$ cat config.mk
export PLATFORM = sky130hd
export DESIGN_NAME = iiitb_sipo_rx
export DESIGN_NICKNAME = d
export VERILOG_FILES = /design/src/rtl/iiitb_sipo_rx.sv
export SDC_FILE = /design/constraint.sdc
export NUM_CORES = 1
export LEC_CHECK = 0
export ABC_AREA = 1
export BUFFER_PORTS_ARGS = -buffer_cell sky130_fd_sc_hd__buf_4
export CELL_PAD_IN_SITES_DETAIL_PLACEMENT = 1
export CELL_PAD_IN_SITES_GLOBAL_PLACEMENT = 1
export CORE_MARGIN = 1.5
export CORE_UTILIZATION = 40
export DETAILED_ROUTE_END_ITERATION = 6
export PLACE_DENSITY_LB_ADDON = 0.1
export SETUP_SLACK_MARGIN = 0.02
export SLEW_MARGIN = 20
export SYNTH_ARGS = -nofsm -noshare
export SYNTH_HDL_FRONTEND = slang
export SYNTH_SLANG_ARGS = --single-unit
$ cat constraint.sdc
create_clock -name clk -period 1.8 [get_ports clk]
set_input_delay 0.09 -clock clk [delete_from_list [all_inputs] [get_ports clk]]
set_output_delay 0.09 -clock clk [all_outputs]
set_load 0.005 [all_outputs]
$ cat src/rtl/iiitb_sipo_rx.sv
// Serial-in/parallel-out receiver. Line idles high; a frame is one start bit (0),
// WIDTH data bits LSB first, then one stop bit (1). One bit per clock, no
// oversampling. The received word is held for a valid/ready consumer.
module iiitb_sipo_rx #(
  parameter int WIDTH = 4
) (
  input  logic             clk,
  input  logic             rst,
  input  logic             data_in,
  input  logic             out_ready,
  output logic [WIDTH-1:0] data_out,
  output logic             out_valid,
  output logic             busy,
  output logic             frame_err,
  output logic             overrun
);

  localparam int CW = $clog2(WIDTH) + 1;

  typedef enum logic [1:0] {
    S_IDLE,
    S_DATA,
    S_STOP
  } state_t;

  state_t           r_state;
  state_t           w_state_nxt;
  logic [CW-1:0]    r_cnt;
  logic [WIDTH-1:0] r_sreg;
  logic [WIDTH-1:0] r_data;
  logic             r_valid;
  logic             r_ferr;
  logic             r_ovr;

  logic             w_last;
  logic             w_take;
  logic             w_free;

  // Frame sequencing and buffer-status decode
  always_comb begin
    w_state_nxt = r_state;
    w_last      = (r_cnt == CW'(WIDTH - 1));
    w_take      = r_valid && out_ready;
    w_free      = !r_valid || w_take;
    case (r_state)
      S_IDLE:  if (!data_in) w_state_nxt = S_DATA;
      S_DATA:  if (w_last) w_state_nxt = S_STOP;
      // Stop bit always returns to IDLE; a 0 here is a framing error, not a start bit
      S_STOP:  w_state_nxt = S_IDLE;
      default: w_state_nxt = S_IDLE;
    endcase
  end

  // State, shift register, output buffer and status pulses
  always_ff @(posedge clk) begin
    if (rst) begin
      r_state <= S_IDLE;
      r_cnt   <= '0;
      r_sreg  <= '0;
      r_data  <= '0;
      r_valid <= 1'b0;
      r_ferr  <= 1'b0;
      r_ovr   <= 1'b0;
    end else begin
      r_state <= w_state_nxt;
      r_ferr  <= 1'b0;
      r_ovr   <= 1'b0;
      if (w_take) r_valid <= 1'b0;
      case (r_state)
        S_IDLE: r_cnt <= '0;
        S_DATA: begin
          r_sreg <= {data_in, r_sreg[WIDTH-1:1]};
          r_cnt  <= r_cnt + CW'(1);
        end
        S_STOP: begin
          // A load here overrides the consume-clear above, so consume plus a new
          // word on the same edge leaves out_valid set
          if (data_in) begin
            if (w_free) begin
              r_data  <= r_sreg;
              r_valid <= 1'b1;
            end else begin
              r_ovr <= 1'b1;
            end
          end else begin
            r_ferr <= 1'b1;
          end
        end
        default: r_cnt <= '0;
      endcase
    end
  end

  assign data_out  = r_data;
  assign out_valid = r_valid;
  assign busy      = (r_state != S_IDLE);
  assign frame_err = r_ferr;
  assign overrun   = r_ovr;

endmodule

### Yosys cells after proc, flatten, opt, wreduce, memory -nomap -nowiden

Index checks and enable logic that the tools add are counted.

| word-level totals | value |
|---|---|
| logic and storage cells | 34 |
| input port bits | 4 |
| output and inout bits | 8 |
| register bits after elaboration | 16 |

| operators by class | value |
|---|---|
| mux-type cells | 10 |
| add/sub/neg operators | 1 |
| bitwise operators | 2 |
| reductions and logical operators | 9 |
| equality and inequality tests | 5 |

Operators with widths:

| kind | number |
|---|---|
| $mux W1 | 6 |
| $pmux W3 S2 | 1 |
| $mux W2 | 2 |
| $ne A2 B2 Y1 const B | 2 |
| $pmux W2 S2 | 1 |
| $add A3 B1 Y3 const B | 1 |
| $eq A3 B2 Y1 const B | 1 |
| $reduce_and A3 Y1 | 1 |
| $reduce_or A3 Y1 | 1 |
| $eq A2 B1 Y1 const B | 1 |
| $eq A2 B2 Y1 const B | 1 |
| $logic_not A2 Y1 | 1 |
| $not A1 Y1 | 2 |
| $reduce_and A2 Y1 | 1 |
| $reduce_bool A2 Y1 | 1 |
| $reduce_or A2 Y1 | 1 |
| $logic_and A1 B1 Y1 | 1 |
| $logic_not A1 Y1 | 1 |
| $logic_or A1 B1 Y1 | 1 |

### Longest topological paths before layout

Gate-level depths: netlist (run 1).

| logic depth | value |
|---|---|
| depth in word-level cells | 5 |
| gate-level depth with buffers | 6 |
| gate-level depth less buffers | 6 |

### Worst setup path after synthesis (run 1)

Ideal clock, no wire load.

| path | value |
|---|---|
| path type | register to register |
| start point | register r_cnt[0] |
| end point | register r_cnt[2] |
| stages on the path, launching flop included | 4 |
| arrival | 0.854 ns |
| setup time | 0.069 ns |
| clock period less this slack | 0.923 ns |
| path slack | 0.877 ns |
| data required time | 1.731 ns |
| path buffers | 0 |
| path through | dfxtp_1 ha_1 ha_1 o21ai_1 |

| between the ends | value |
|---|---|
| cells in the longest elaborated chain, start to end | 2 |

RTL lines:

| item | line | source |
|---|---|---|
| start, declared | 28 | `logic [CW-1:0] r_cnt;` |
| start signal, assigned | 73 | `r_cnt <= r_cnt + CW'(1);` |
| $add A3 B1 Y3 | 73 |  |
| $pmux W3 S2 | 69 | `case (r_state)` |

No other way between the ends.
A chain may end at the register's enable or synchronous reset.

### Final worst setup path (run 1)

| path | value |
|---|---|
| start point | register r_state[0] |
| end point | output busy |

| between the ends | value |
|---|---|
| cells in the longest elaborated chain, start to end | 1 |

RTL lines:

| item | line | source |
|---|---|---|
| start, declared | 26 | `state_t r_state;` |
| start signal, assigned | 65 | `r_state <= w_state_nxt;` |
| $reduce_bool A2 Y1 | 96 | `assign busy = (r_state != S_IDLE);` |
| end, declared | 13 | `output logic busy,` |

No other way between the ends.

==> results.toml, run 1 <==
[drt]
postRouteAntennaNets = 0
route.final.wire_length_um = 1200
detail_route.first_pass.iterations = 2
drt_iter0_markers = 1
avgViaCountPerCell = 5.04
num_vias = 534
post_detailed_route_wirelength_per_cell_um = 11.3
drc_errors = 0

[die]
core_rows = 14
io-pin-count = 12
die_height_um = 42.5
dieArea_um2 = 1810
floorplan.initialDensity_pct = 42.0
fp.dieW_um = 42.5
coreArea_um2 = 1490

[critical_path]
timing.critical_path.cells = "inv_1 -> nand2_1 -> buf_4"
r2r-start = "r_state[0]"
count_of_buffering_cells_on_the_critical_path_with_inverters_included = 2
timing.critical_path.from_type = "flop"
worst_path_max_delay_cell = "dfxtp_1"
path_max_fanout = 3
max_stage_delay_ns = 0.41
critical_path_required_ns = 1.71
critPathCaptureType = "output pin"
worstPathArrival_ns = 0.94
setup.reg_to_reg.worst_slack_ns = 0.77
timing.rr.end = "data_out[2]"
worst-setup-path-type = "reg -> out"
ff2ff_path_depth = 5
worst_path_dominant_cell_family = "flip-flops"

[cts]
clk_transition_reported_paths_ns = 0.09
clkLatencyLatePin_ns = 0.28
postCtsSetupBuffers = 0
clock_path_buffers = 2
hold_buffers = 1
tritoncts_num_sinks = 16
cts-buffers-inserted = 3
post_cts.resized_instances = 0
root_buffer = "clkbuf_4"
htree_num_levels = 1
tritoncts = "done"

[yosys]
synth_simple_gate_area_share_pct = 25.0
ys_types = 19
synth_top_family_by_area = "simple AND/OR/NAND/NOR gates"
ys_seq_area_share_pct = 51.2
synth.top_cell.area_share_pct = 51.2
yosys.area_share.xor_xnor_pct = 0
synth_mux_area_share_pct = 0
synth_top_area_cell = "dfxtp_1"
yosysWarnings = 0
post_synth_fa_ha_maj_area_fraction_pct = 4.00
synth_cells = 76
synth.ff_latch_count = 16
postSynthNetCount = 82
syn-mean-instance-area_um2 = 8.23
synth_top_cells_by_area = "dfxtp_1 (51%), nand2_1 (6.0%), nor2_1 (6.0%)"
synth-compound-area-share_pct = 11.4
netlist_area_um2 = 626

[sta]
transition_time_at_the_pin_with_the_least_slew_margin_ns = 0.298
sum_of_negative_setup_slack_ns = 0
timing.final.max_slew_violations = 0
setup-violations-final = 0
rsz0062_at_grt = "no"
hold_violations = 0
finClkSkew_ns = 0.00150
final_period_minus_worst_setup_slack_ns = 1.03
timing.max_slew.rel_slack_pct = 80.1
post-route-period-util_pct = 57.4
max_clock_freq_mhz = 967

[cells_and_area]
fill_cells = 184
areaGrowthSynthToFinish_pct = 20.8
multi_input_area_um2 = 253
final-seq-area_um2 = 320
final_nets = 98
fraction_of_layout_instances_using_a_drive_strength_above_1_pct = 25.6
insertedDiodeCount = 0

[min_path]
timing.hold.worst.class = "in -> reg"
hold_depth = 3
hold_path.startpoint = "data_in"
worstHoldEndpoint = "overrun"

[power_and_ir_drop]
pwr-share-seq_pct = 60.8
ir_drop_uv = 380
pwr-share-comb_pct = 9.8
powerDensity_nw_per_um2 = 828
power_report.internal_total_mw = 0.473
switchingPower_mw = 0.153
power_switching_share_pct = 24.4
clock_power_share_pct = 29.4
finalPower_mw = 0.626
leakage_nw = 0.320

[flow_run]
timing.max_cap.violations = 0

[global_route]
antenna_found_initial = 0
grt_overflow = 0
grt_max_degree = 12
via_count_of_the_first_global_routing_pass = 503
grt_pass1_wl_um = 2060
grt_use_total_pct = 16.0

[placed_design]
dp.final_hpwl_um = 965
routability_cong = 0.693
buffer_ports.inserted = 11

[outcome]
status = "completed"
-- worst max path at each step --
stage	start	end	slack [ns]	cells past startpoint
2_1_floorplan	r_cnt[0]	r_cnt[2]	0.88	3
3_3_place_gp	r_cnt[0]	r_cnt[2]	0.83	3
3_5_place_dp	r_state[0]	data_out[2]	0.77	5
4_1_cts	r_state[0]	data_out[2]	0.74	5
5_1_grt	r_state[0]	busy	0.68	3
6_report	r_state[0]	busy	0.77	3
-- kinds of logic (layout without fill, tap and decap cells) --
| kind of cell | after synthesis | count (layout) |
|---|---|---|
| AO/OA/AOI/OAI | 14 | 14 |
| flip-flops | 16 | 16 |
| AND/OR/NAND/NOR | 31 | 31 |
| buffers and inverters | 13 | 27 |
| adder cells (fa/ha/maj) | 2 | 2 |
-- power groups by stage --
stage | Clock (mW) | Sequential (mW) | Combinational, mW
floorplan | 0 | 0.387 | 0.0401
global placement | 0 | 0.388 | 0.0607
detailed placement | 0 | 0.388 | 0.0613
CTS | 0.192 | 0.380 | 0.0628
global route | 0.207 | 0.382 | 0.0725
finish | 0.184 | 0.380 | 0.0616
-- state kept, by name, indices dropped and copies added (netlist names) --
register   flops
overrun        1
r_cnt          3
r_state        2
data_out       4
frame_err      1
out_valid      1
r_sreg         4
-- routing by layer --
layer	part of all wire [%]	GRT usage [%]	vias up
li1	-	-	271
met1	45	17.4	248
met2	50	26.8	11
met3	3.2	5.17	4
met4	2.1	9.38	0
met5	0	0	-
-- through the flow --
stage	cell area [um2]	utilization (%)	setup WS, ns	hold slack [ns]	cells
after CTS	756	50.8	0.742	0.121	106
after global placement	723	48.6	0.829	0.296	102
final	756	50.8	0.766	0.130	106
after global routing	756	50.8	0.683	0.139	106
after detailed placement	723	48.6	0.774	0.305	102
after floorplan	626	-	0.877	0.159	76
-- worst reg2reg max path: stages, from the launching register on --
cell	delay (ns)
dfxtp_1	0.36
nor2_4	0.24
inv_4	0.07
nor2_4	0.14
nor2_1	0.06
nor2_1	0.10
-- final cells by class --
| class | count | share of cell area [%] |
|---|---|---|
| clock buffer | 3 | 2.98 |
| inverter | 12 | 6.29 |
| multi-input combinational | 47 | 33.4 |
| sequential | 16 | 42.4 |
| tap | 16 | 2.65 |
| timing repair buffer | 12 | 12.3 |
-- placed cells by master (no fill, tap or decap) --
cell / netlist / layout
a21oi_1: 7 / 7
buf_4: 0 / 11
clkbuf_4: 0 / 3
dfxtp_1: 16 / 16
dlygate4sd3_1: 0 / 1
ha_1: 2 / 2
inv_1: 8 / 8
inv_2: 3 / 3
inv_4: 1 / 1
nand2_1: 10 / 10
nand2_2: 1 / 1
nand2_4: 1 / 1
nand3_1: 1 / 1
nand4_1: 4 / 4
nor2_1: 10 / 10
nor2_4: 2 / 2
nor3_1: 1 / 1
o21ai_0: 4 / 4
o21ai_1: 2 / 2
o22ai_1: 1 / 1
or2_2: 1 / 1
-- synthesized netlist by cell type --
master and n:
inv_2 3, nand4_1 4, inv_1 8, nand2_1 10, nand2_2 1, buf_2 1, o21ai_1 2, dfxtp_1 16
or2_2 1, a21oi_1 7, o21ai_0 4, ha_1 2, nor3_1 1, inv_4 1, o22ai_1 1, nor2_4 2
nand2_4 1, nor2_1 10, nand3_1 1
(Power assumes the default switching activity.)
==> run 2: changes to the inputs <==
- CORE_UTILIZATION: 40 -> 33
- clock period: 1.8 -> 0.85 ns (I/O delays scaled with it)
==> results.toml, run 2 (same netlist as run 1, synthesis figures left out) <==
[outcome]
status = "finished, violations left"
failing_checks = "setup timing"

[cts]
clk_transition_reported_paths_ns = 0.09
tritoncts_num_sinks = 16
cts-buffers-inserted = 3
clock_path_buffers = 2
root_buffer = "clkbuf_4"
tritoncts = "done"
clkLatencyLatePin_ns = 0.28
htree_num_levels = 1

[sta]
setup-violations-final = 17
timing.max_slew.rel_slack_pct = 89.0
final_period_minus_worst_setup_slack_ns = 0.970
fin_worst_hold_slack_ns = 0.0471
final.setup.worst_slack_ns = -0.120
transition_time_at_the_pin_with_the_least_slew_margin_ns = 0.163
hold_violations = 0
timing.final.max_slew_violations = 0
max_clock_freq_mhz = 1030
rsz0062_at_grt = "yes"
finClkSkew_ns = 0.00775
post-route-period-util_pct = 114

[critical_path]
critical_path_required_ns = 1.03
timing.critical_path.from_type = "flop"
worstPathArrival_ns = 1.15
ff2ff_path_depth = 5
worst_path_max_delay_cell = "dfxtp_4"
worst-setup-path-type = "reg -> reg"
timing.critical_path.cells = "nor2_4 -> buf_12 -> nand4_1 -> nand2_1 -> nor2_1"
path_max_fanout = 6
critPathCaptureType = "flop"
max_stage_delay_ns = 0.37

[min_path]
hold_depth = 3
timing.hold.worst.class = "in -> reg"

[cells_and_area]
most_frequent_cells_in_the_layout = "buf_4 (14), dfxtp_1 (12), nor2_1 (10), inv_1 (8), nand2_1 (8)"
fin_area_um2 = 847
finish.utilization_pct = 48.5
insertedDiodeCount = 0
fraction_of_layout_instances_using_a_drive_strength_above_1_pct = 37.2
mostFrequentLayoutCell = "buf_4"
areaGrowthSynthToFinish_pct = 35.4
layoutNonFillerInstCount = 119
final_nets = 102

[placed_design]
buffer_ports.inserted = 11
placement.setup.worst_slack_ns = -0.121
post-place-cells = 114
dp.final_hpwl_um = 984
dpl_cell_area_um2 = 786
routability_cong = 0.715

[global_route]
grt_max_degree = 12
grt_overflow = 0
antenna_found_initial = 0
grt_use_total_pct = 15.1
grt_pass1_wl_um = 2200
via_count_of_the_first_global_routing_pass = 481

[drt]
num_vias = 532
detail_route.first_pass.iterations = 4
drt_iter0_markers = 10
post_detailed_route_wirelength_per_cell_um = 11.1
postRouteAntennaNets = 0
drc_errors = 0
avgViaCountPerCell = 4.47
route.final.wire_length_um = 1320

[die]
floorplan.initialDensity_pct = 35.8
coreArea_um2 = 1750
core_rows = 15
io-pin-count = 12
dieArea_um2 = 2170
fp.dieW_um = 46.5
die_height_um = 46.5

[power_and_ir_drop]
ir_drop_uv = 584
powerDensity_nw_per_um2 = 1600
leakage_nw = 0.346

[flow_run]
timing.max_cap.violations = 0
## run 2: worst max-delay path, delay by kind of cell (launching register included)
family | cells | cell delay, ns
buffers and inverters | 1 | 0.13
flip-flops | 1 | 0.37
AND/OR/NAND/NOR | 4 | 0.37
## run 2: path summary, 6_finish.rpt
check                      to  startpoint  slack [ns]
setup / recovery  data_out[0]  r_state[0]       -0.12
hold / removal      frame_err         rst        0.05
setup reg to reg  data_out[0]  r_state[0]       -0.12
hold reg to reg     r_sreg[0]   r_sreg[0]        0.46
## run 2: cell type report
type	instances	area, um2
Clock buffer	3	22.5
Fill cell	225	898
Inverter	12	47.5
Multi-Input combinational cell	47	283
Sequential cell	16	328
Tap cell	25	31.3
Timing Repair Buffer	16	135
## run 2: timing repair
item	4_1_cts	5_1_grt
hold buffers	1	0
hold endpoints to repair	3	0
cloned	0	0
setup endpoints to repair	17	17
setup buffers	1	0
pin swaps	6	2
resized for setup	3	1
## run 2: where the power goes
part	leakage (nW)	internal [mW]	switching [mW]
sequential	0.132	0.787	0.0235
combinational	0.200	0.0717	0.0879
clock	0.0138	0.164	0.219
total	0.346	1.02	0.330
## run 2: routing by layer
metal	part of all wire, %	global-route usage, %	vias to the layer above	routed length (um)
met1	51	19.8	237	673
met3	4.2	4.71	2	55
met4	0.99	8.57	0	13
met2	44	21.7	10	575
met5	0	0	-	0
li1	-	-	283	-
## run 2: metrics by stage
step                      TNS [ns]  total power [mW]
after detailed placement     -1.04             0.978
after global placement      -0.829             0.975
after floorplan            -0.0319             0.910
final                        -1.29              1.35
after CTS                    -1.09              1.38
after global routing         -2.44              1.44
